### config.mk
export PLATFORM = sky130hd
export DESIGN_NAME = tile_stream_writer
export DESIGN_NICKNAME = d
export VERILOG_FILES = /design/src/rtl/tile_stream_writer.sv
export SDC_FILE = /design/constraint.sdc
export NUM_CORES = 1
export LEC_CHECK = 0
export BUFFER_PORTS_ARGS = -buffer_cell sky130_fd_sc_hd__buf_2
export CORE_MARGIN = 2
export CORE_UTILIZATION = 40
export DETAILED_ROUTE_END_ITERATION = 7
export PLACE_DENSITY_LB_ADDON = 0.1
export SETUP_SLACK_MARGIN = 0.05
export SLEW_MARGIN = 0
export SYNTH_ARGS = -nofsm -noshare
export SYNTH_HDL_FRONTEND = slang
export SYNTH_SLANG_ARGS = --single-unit
### constraint.sdc
create_clock -name i_clk -period 3.5 [get_ports i_clk]
set_input_delay 0.7 -clock i_clk [delete_from_list [all_inputs] [get_ports i_clk]]
set_output_delay 0.7 -clock i_clk [all_outputs]
set_load 0.005 [all_outputs]
### src/rtl/tile_stream_writer.sv
// Collects M x m output tiles into an M x WO line memory, then drains the frame
// as a row-major byte stream with valid/ready handshaking.
module tile_stream_writer #(
  parameter int M  = 3,
  parameter int WO = 8,
  parameter int m  = 2
) (
  input  logic              i_clk,
  input  logic              i_rst,
  input  logic [M*m*8-1:0]  i_tile,
  input  logic              i_tile_valid,
  output logic              o_tile_ready,
  output logic [7:0]        o_data,
  output logic              o_data_valid,
  input  logic              i_data_ready,
  output logic              o_frame_done
);

  // state   | meaning
  // S_FILL  | accepting tiles into the line memory
  // S_DRAIN | streaming bytes out, tile input stalled
  // S_DONE  | one-cycle frame-done pulse, may accept tile 0 of next frame
  typedef enum logic [1:0] {S_FILL, S_DRAIN, S_DONE} state_t;

  localparam int CW = $clog2(WO + 1);
  localparam int RW = $clog2(M + 1);
  localparam int AW = $clog2(M * WO);

  generate
    if (WO % m != 0) begin : g_bad_geometry
      $error("tile_stream_writer: WO must be a multiple of m");
    end
  endgenerate

  state_t           r_state;
  state_t           w_state_nxt;
  logic             r_active;
  logic [CW-1:0]    r_col_ptr;
  logic [RW-1:0]    r_rd_row;
  logic [CW-1:0]    r_rd_col;
  logic [7:0]       r_data;
  logic             r_data_valid;
  logic [7:0]       r_mem [M*WO];

  logic             w_tile_hs;
  logic             w_col_last;
  logic             w_rd_end;
  logic             w_byte_hs;
  logic [AW-1:0]    w_rd_addr;

  assign w_tile_hs  = i_tile_valid & o_tile_ready;
  assign w_col_last = (r_col_ptr == CW'(WO - m));
  assign w_rd_end   = (r_rd_row == RW'(M));
  assign w_byte_hs  = r_data_valid & i_data_ready;
  assign w_rd_addr  = AW'(r_rd_row) * AW'(WO) + AW'(r_rd_col);

  assign o_data       = r_data;
  assign o_data_valid = r_data_valid;

  always_ff @(posedge i_clk) begin
    if (!i_rst) begin
      r_state  <= S_FILL;
      r_active <= 1'b0;
    end else begin
      r_state  <= w_state_nxt;
      r_active <= 1'b1;
    end
  end

  always_comb begin
    w_state_nxt = r_state;
    case (r_state)
      S_FILL:  if (w_tile_hs && w_col_last) w_state_nxt = S_DRAIN;
      S_DRAIN: if (w_byte_hs && w_rd_end) w_state_nxt = S_DONE;
      S_DONE:  w_state_nxt = (w_tile_hs && w_col_last) ? S_DRAIN : S_FILL;
      default: w_state_nxt = S_FILL;
    endcase
  end

  // r_active keeps tile_ready low through reset and the release edge itself
  always_comb begin
    o_tile_ready = r_active && ((r_state == S_FILL) || (r_state == S_DONE));
    o_frame_done = (r_state == S_DONE);
  end

  always_ff @(posedge i_clk) begin
    if (i_rst && w_tile_hs) begin
      for (int i = 0; i < M; i++) begin
        for (int j = 0; j < m; j++) begin
          r_mem[AW'(i * WO + j) + AW'(r_col_ptr)] <= i_tile[((M-1-i)*m*8 + (m-1-j)*8) +: 8];
        end
      end
    end
  end

  always_ff @(posedge i_clk) begin
    if (!i_rst) begin
      r_col_ptr    <= '0;
      r_rd_row     <= '0;
      r_rd_col     <= '0;
      r_data       <= '0;
      r_data_valid <= 1'b0;
    end else begin
      if (w_tile_hs) begin
        r_col_ptr <= w_col_last ? '0 : r_col_ptr + CW'(m);
      end
      // Load a new byte when the output register is empty or being consumed
      if (r_state == S_DRAIN && (!r_data_valid || i_data_ready)) begin
        if (w_rd_end) begin
          r_data_valid <= 1'b0;
        end else begin
          r_data       <= r_mem[w_rd_addr];
          r_data_valid <= 1'b1;
          if (r_rd_col == CW'(WO - 1)) begin
            r_rd_col <= '0;
            r_rd_row <= r_rd_row + RW'(1);
          end else begin
            r_rd_col <= r_rd_col + CW'(1);
          end
        end
      end
      if (r_state == S_DONE) begin
        r_rd_row <= '0;
        r_rd_col <= '0;
      end
    end
  end

endmodule

* Word-level counts from Yosys, hierarchy flattened *
Memory sizes are Yosys's and may differ from the RTL's. A register that Yosys moved wholly into a read port is not among the register bits.
Cells that the tools add are included.
Widths: inputs -> output; s select.

word-level totals
  input port bits = 52
  memories kept = 1
  latch bits = 0
  RAM bits = 192
  bits in read-only memories = 0
  bits in registers = 14

memories
  name   depth  width  rd ports  clocked after memory_dff  wr ports  line  source
  r_mem  24     8      1         1                         6         43    logic [7:0] r_mem [M*WO];

operators by class
  reductions and logical operators = 14
  shift operators = 0
  order comparisons = 0
  divide/modulo/power cells = 0
  mux-type cells = 10
  multipliers = 0
  equality and inequality tests = 7
  bitwise operators = 4
  add/sub/neg operators = 9

operators by type and width
  operator             number
  $add 4x4->5 const A  2
  $add 5x4->5 const A  2
  $eq 4x3->1 const B   2
  $mux 4               2
  $pmux 2 s3           1
  $add 1x4->5 const A  1
  $add 5x4->5          1
  $logic_and 1x1->1    5
  $mux 1               5
  $add 4x1->4 const B  1
  $add 4x2->4 const B  1
  $eq 2x2->1 const B   2
  $mux 2               2
  $ne 2x2->1 const B   2
  $reduce_and 2->1     2
  $reduce_and 3->1     1
  $add 2x1->2 const B  1
  $and 1x1->1          2
  $eq 2x1->1 const B   1
  $logic_not 1->1      2
  $logic_not 2->1      1
  $logic_or 1x1->1     2
  $not 1->1            2
  $reduce_or 2->1      1

* Depth between registers and ports, before layout *
  word-level depth = 7
  depth in mapped cells = 9
  gate-level depth less buffers = 5

* Worst setup path after synthesis *
No wires, ideal clock.

  path kind = input -> register
  start point = input port i_rst
  end point = memory r_mem[4][0] (enable)
  stages = 4
  arrival = 2,090 ps
  path slack = 1,015 ps
  cells stage by stage = buf_4 -> nand4_2 -> clkbuf_1 -> nor4_1

RTL lines
  element          line  source
  start, declared  9     input logic i_rst,
  end, declared    43

==> flow_summary.yaml <==
clock_tree:
  cts.reportedPaths.clkPinSlew_ps: 60
  cts_num_sinks: 213
  ctsResizeCount: 0
  clock_latency_ps: 520
  root_buffer: "clkbuf_16"
  max-clock-path-buffers: 3
  post_cts_buffers: 0
  cts_tree: "done"
  holdBufCountCts: 0
  cts_buffers: 24
  cts_max_level: 1
critical_path:
  start_kind: "flop"
  crit_slowest_cell: "nand2b_1"
  crit_required_ps: 3760
  worstPathMaxFanout: 24
  arrival_ps: 2600
  path_cells: "buf_4 -> nand2b_1 -> nor3_4 -> buf_4 -> mux2_1"
  end_kind: "flop"
  slowest_delay_ps: 440
  crit_type: "flop to flop"
  cpMostUsedCell: "buf_4"
grt:
  track_usage_pct: 20.6
  gr-total-overflow: 0
  grt_first_pass_wirelength_um: 43200
  grt_pass1_vias: 6954
  grt_max_degree: 34
  antenna_found_initial: 1
routing:
  firstDrtPassIters: 4
  wl_um: 28800
  via_per_inst: 5.75
  wire_per_inst_um: 24.2
  drt_iter0_drc: 449
  via_count: 6856
  drc: 0
  ant_nets: 0
timing:
  slew_violations: 0
  max_slew.worst_pin.slew_ps: 1040
  hold_violations: 0
  slew_headroom_pct: 30.4
  rsz0062_at_grt: "no"
  hold_ws_ps: 482
  setup_ws_ps: 1160
  period_share_pct: 66.8
  fin_tns_setup_ps: 0
  finClkSkew_ps: 14.5
  setup_violations: 0
  max_freq_mhz: 428
  layout_min_cycle_time_ps: 2340
layout:
  area_delta_synth_final_pct: 13.2
  n_antenna_cell: 0
  fin_nets: 896
  drive_gt1_share_pct: 24.2
  postLayoutCellArea_mm2: 0.0121
  fillers: 2378
floorplan:
  boundaryPins: 63
  die_width_um: 168
  die_h_um: 168
  dieArea_mm2: 0.0281
  design.core.area_mm2: 0.0262
  initial_core_util_pct: 40.9
  rows: 59
synthesis:
  synth_edf_count: 192
  synthCells: 817
  yosys_warnings: 0
  syn_nets: 873
  netlist_area_mm2: 0.0107
  yosysUniqueCellTypes: 54
  ys_ff_latch: 213
  async_flop_share_pct: 0
  synth.avg_cell_area_um2: 13.1
  synth_ff_type: "edfxtp_1"
  ys_seq_area_share_pct: 57.7
pwr:
  p_leak_nw: 4.20
  ir_drop_uv: 304
  powerDensity_mw_per_mm2: 484
placed_design:
  gp_congestion: 0.812
  place_ws_ps: 716
  port_buffers: 62
  postPlaceCellArea_mm2: 0.0113
  dpl.hpwl_um: 19900
worst_hold_path:
  hp-class: "input pin to flop"
job:
  max_cap_violations: 0
outcome:
  status: "finished, final reports clean"
## report_power, final
part | switching (W) | internal [W] | leakage, nW
combinational | 0.000206 | 0.000115 | 1.88
sequential | 0.0000108 | 0.00281 | 1.91
clock | 0.00104 | 0.00169 | 0.421
## final timing paths
check	from	to	slack (ps)	cells past startpoint
max	r_col_ptr[1]$_SDFFE_PN0N_	r_mem[10][0]$_DFFE_PP_	1160	5
min	i_tile[11]	r_mem[16][3]$_DFFE_PP_	480	3
max reg2reg	r_col_ptr[1]$_SDFFE_PN0N_	r_mem[10][0]$_DFFE_PP_	1160	5
min reg2reg	o_data_valid$_SDFFE_PN0P_	r_state[1]$_SDFFE_PN0P_	550	2
## synthesized netlist by cell type (all sizes together) (2+ instances only)
master / number / area (um2)
inv: 2 / 7.50
nor3: 12 / 87.6
edfxtp: 192 / 5770
a22oi: 3 / 22.5
nand3: 4 / 20.0
xor2: 4 / 35.0
nor2b: 7 / 43.8
ha: 4 / 50.1
buf: 49 / 339
dfxtp: 21 / 420
mux4: 39 / 878
xnor2: 2 / 17.5
nor4: 2 / 27.5
mux2i: 69 / 691
a21oi: 74 / 370
o21ai: 30 / 150
nand4: 2 / 18.8
a31oi: 7 / 43.8
nand2b: 4 / 25.0
nand2: 77 / 292
or2: 3 / 18.8
a221oi: 5 / 43.8
o211ai: 3 / 22.5
mux2: 62 / 698
o221ai: 7 / 61.3
clkbuf: 54 / 203
and2: 2 / 12.5
nor2: 64 / 240
## state kept, by name (all words and copies together) (netlist names)
signal,flops
r_active,1
r_state,2
o_data,8
r_mem,192
r_rd_col,4
o_data_valid,1
r_rd_row,2
r_col_ptr,3
## cells in the final DEF, fill, tap and decap left out, types with 5 or more instances in the layout
master | Yosys | routed
edfxtp_1 | 192 | 192
nand2_1 | 76 | 76
a21oi_1 | 74 | 74
mux2i_1 | 69 | 69
nor2_1 | 64 | 62
buf_2 | 28 | 62
mux2_1 | 48 | 48
mux4_2 | 39 | 39
buf_4 | 5 | 34
o21ai_1 | 29 | 29
clkbuf_16 | 0 | 25
dfxtp_1 | 21 | 18
mux2_2 | 14 | 14
nor3_1 | 9 | 9
nor2b_1 | 7 | 7
o221ai_1 | 7 | 7
a31oi_1 | 7 | 7
a221oi_1 | 5 | 5
clkinv_2 | 0 | 5
bufinv_16 | 0 | 5
## area by class of cell
class / instances / area, um2 / area share [%]
well taps: 335 / 419 / 3.46
inverters: 3 / 11.3 / 0.0929
repair buffers: 100 / 646 / 5.32
flip-flops and latches: 213 / 6190 / 51.1
clock buffers: 29 / 651 / 5.36
clock inverters: 15 / 208 / 1.71
multi-input cells: 498 / 4000 / 33.0
## metrics by stage
step,instances,total power [W],util (%)
final,1193,0.00588,46.3
after global routing,1193,0.00605,46.3
after CTS,1193,0.00592,46.3
after detailed placement,1149,0.00320,43.0
after global placement,1149,0.00318,43.0
after floorplan,817,0.00308,-
## routing by layer
| layer | track usage, % | up-vias | wire, um |
|---|---|---|---|
| li1 | - | 3095 | - |
| met1 | 27.0 | 3509 | 12200 |
| met2 | 36.0 | 207 | 14400 |
| met3 | 3.21 | 43 | 1580 |
| met4 | 5.07 | 2 | 573 |
| met5 | 0 | - | 13 |
## logic make-up after synthesis
logic type	Yosys count	share of synthesized area, %
DFF	213	57.7
and+or+nand+nor	183	7.84
muxes	170	21.2
AOI/OAI and AO/OA	135	7.14
buffers and inverters	106	5.16
xor gates and xnor gates	6	0.491
adders and majority gates	4	0.467
## worst max-delay path: cells and delay by family, from the launching register on
family	cells	cell delay, ps
buffers and inverters	2	670
multiplexers	1	380
AND/OR/NAND/NOR	2	720
flip-flops	1	310
Note: power is estimated with default switching activity, not from simulation.
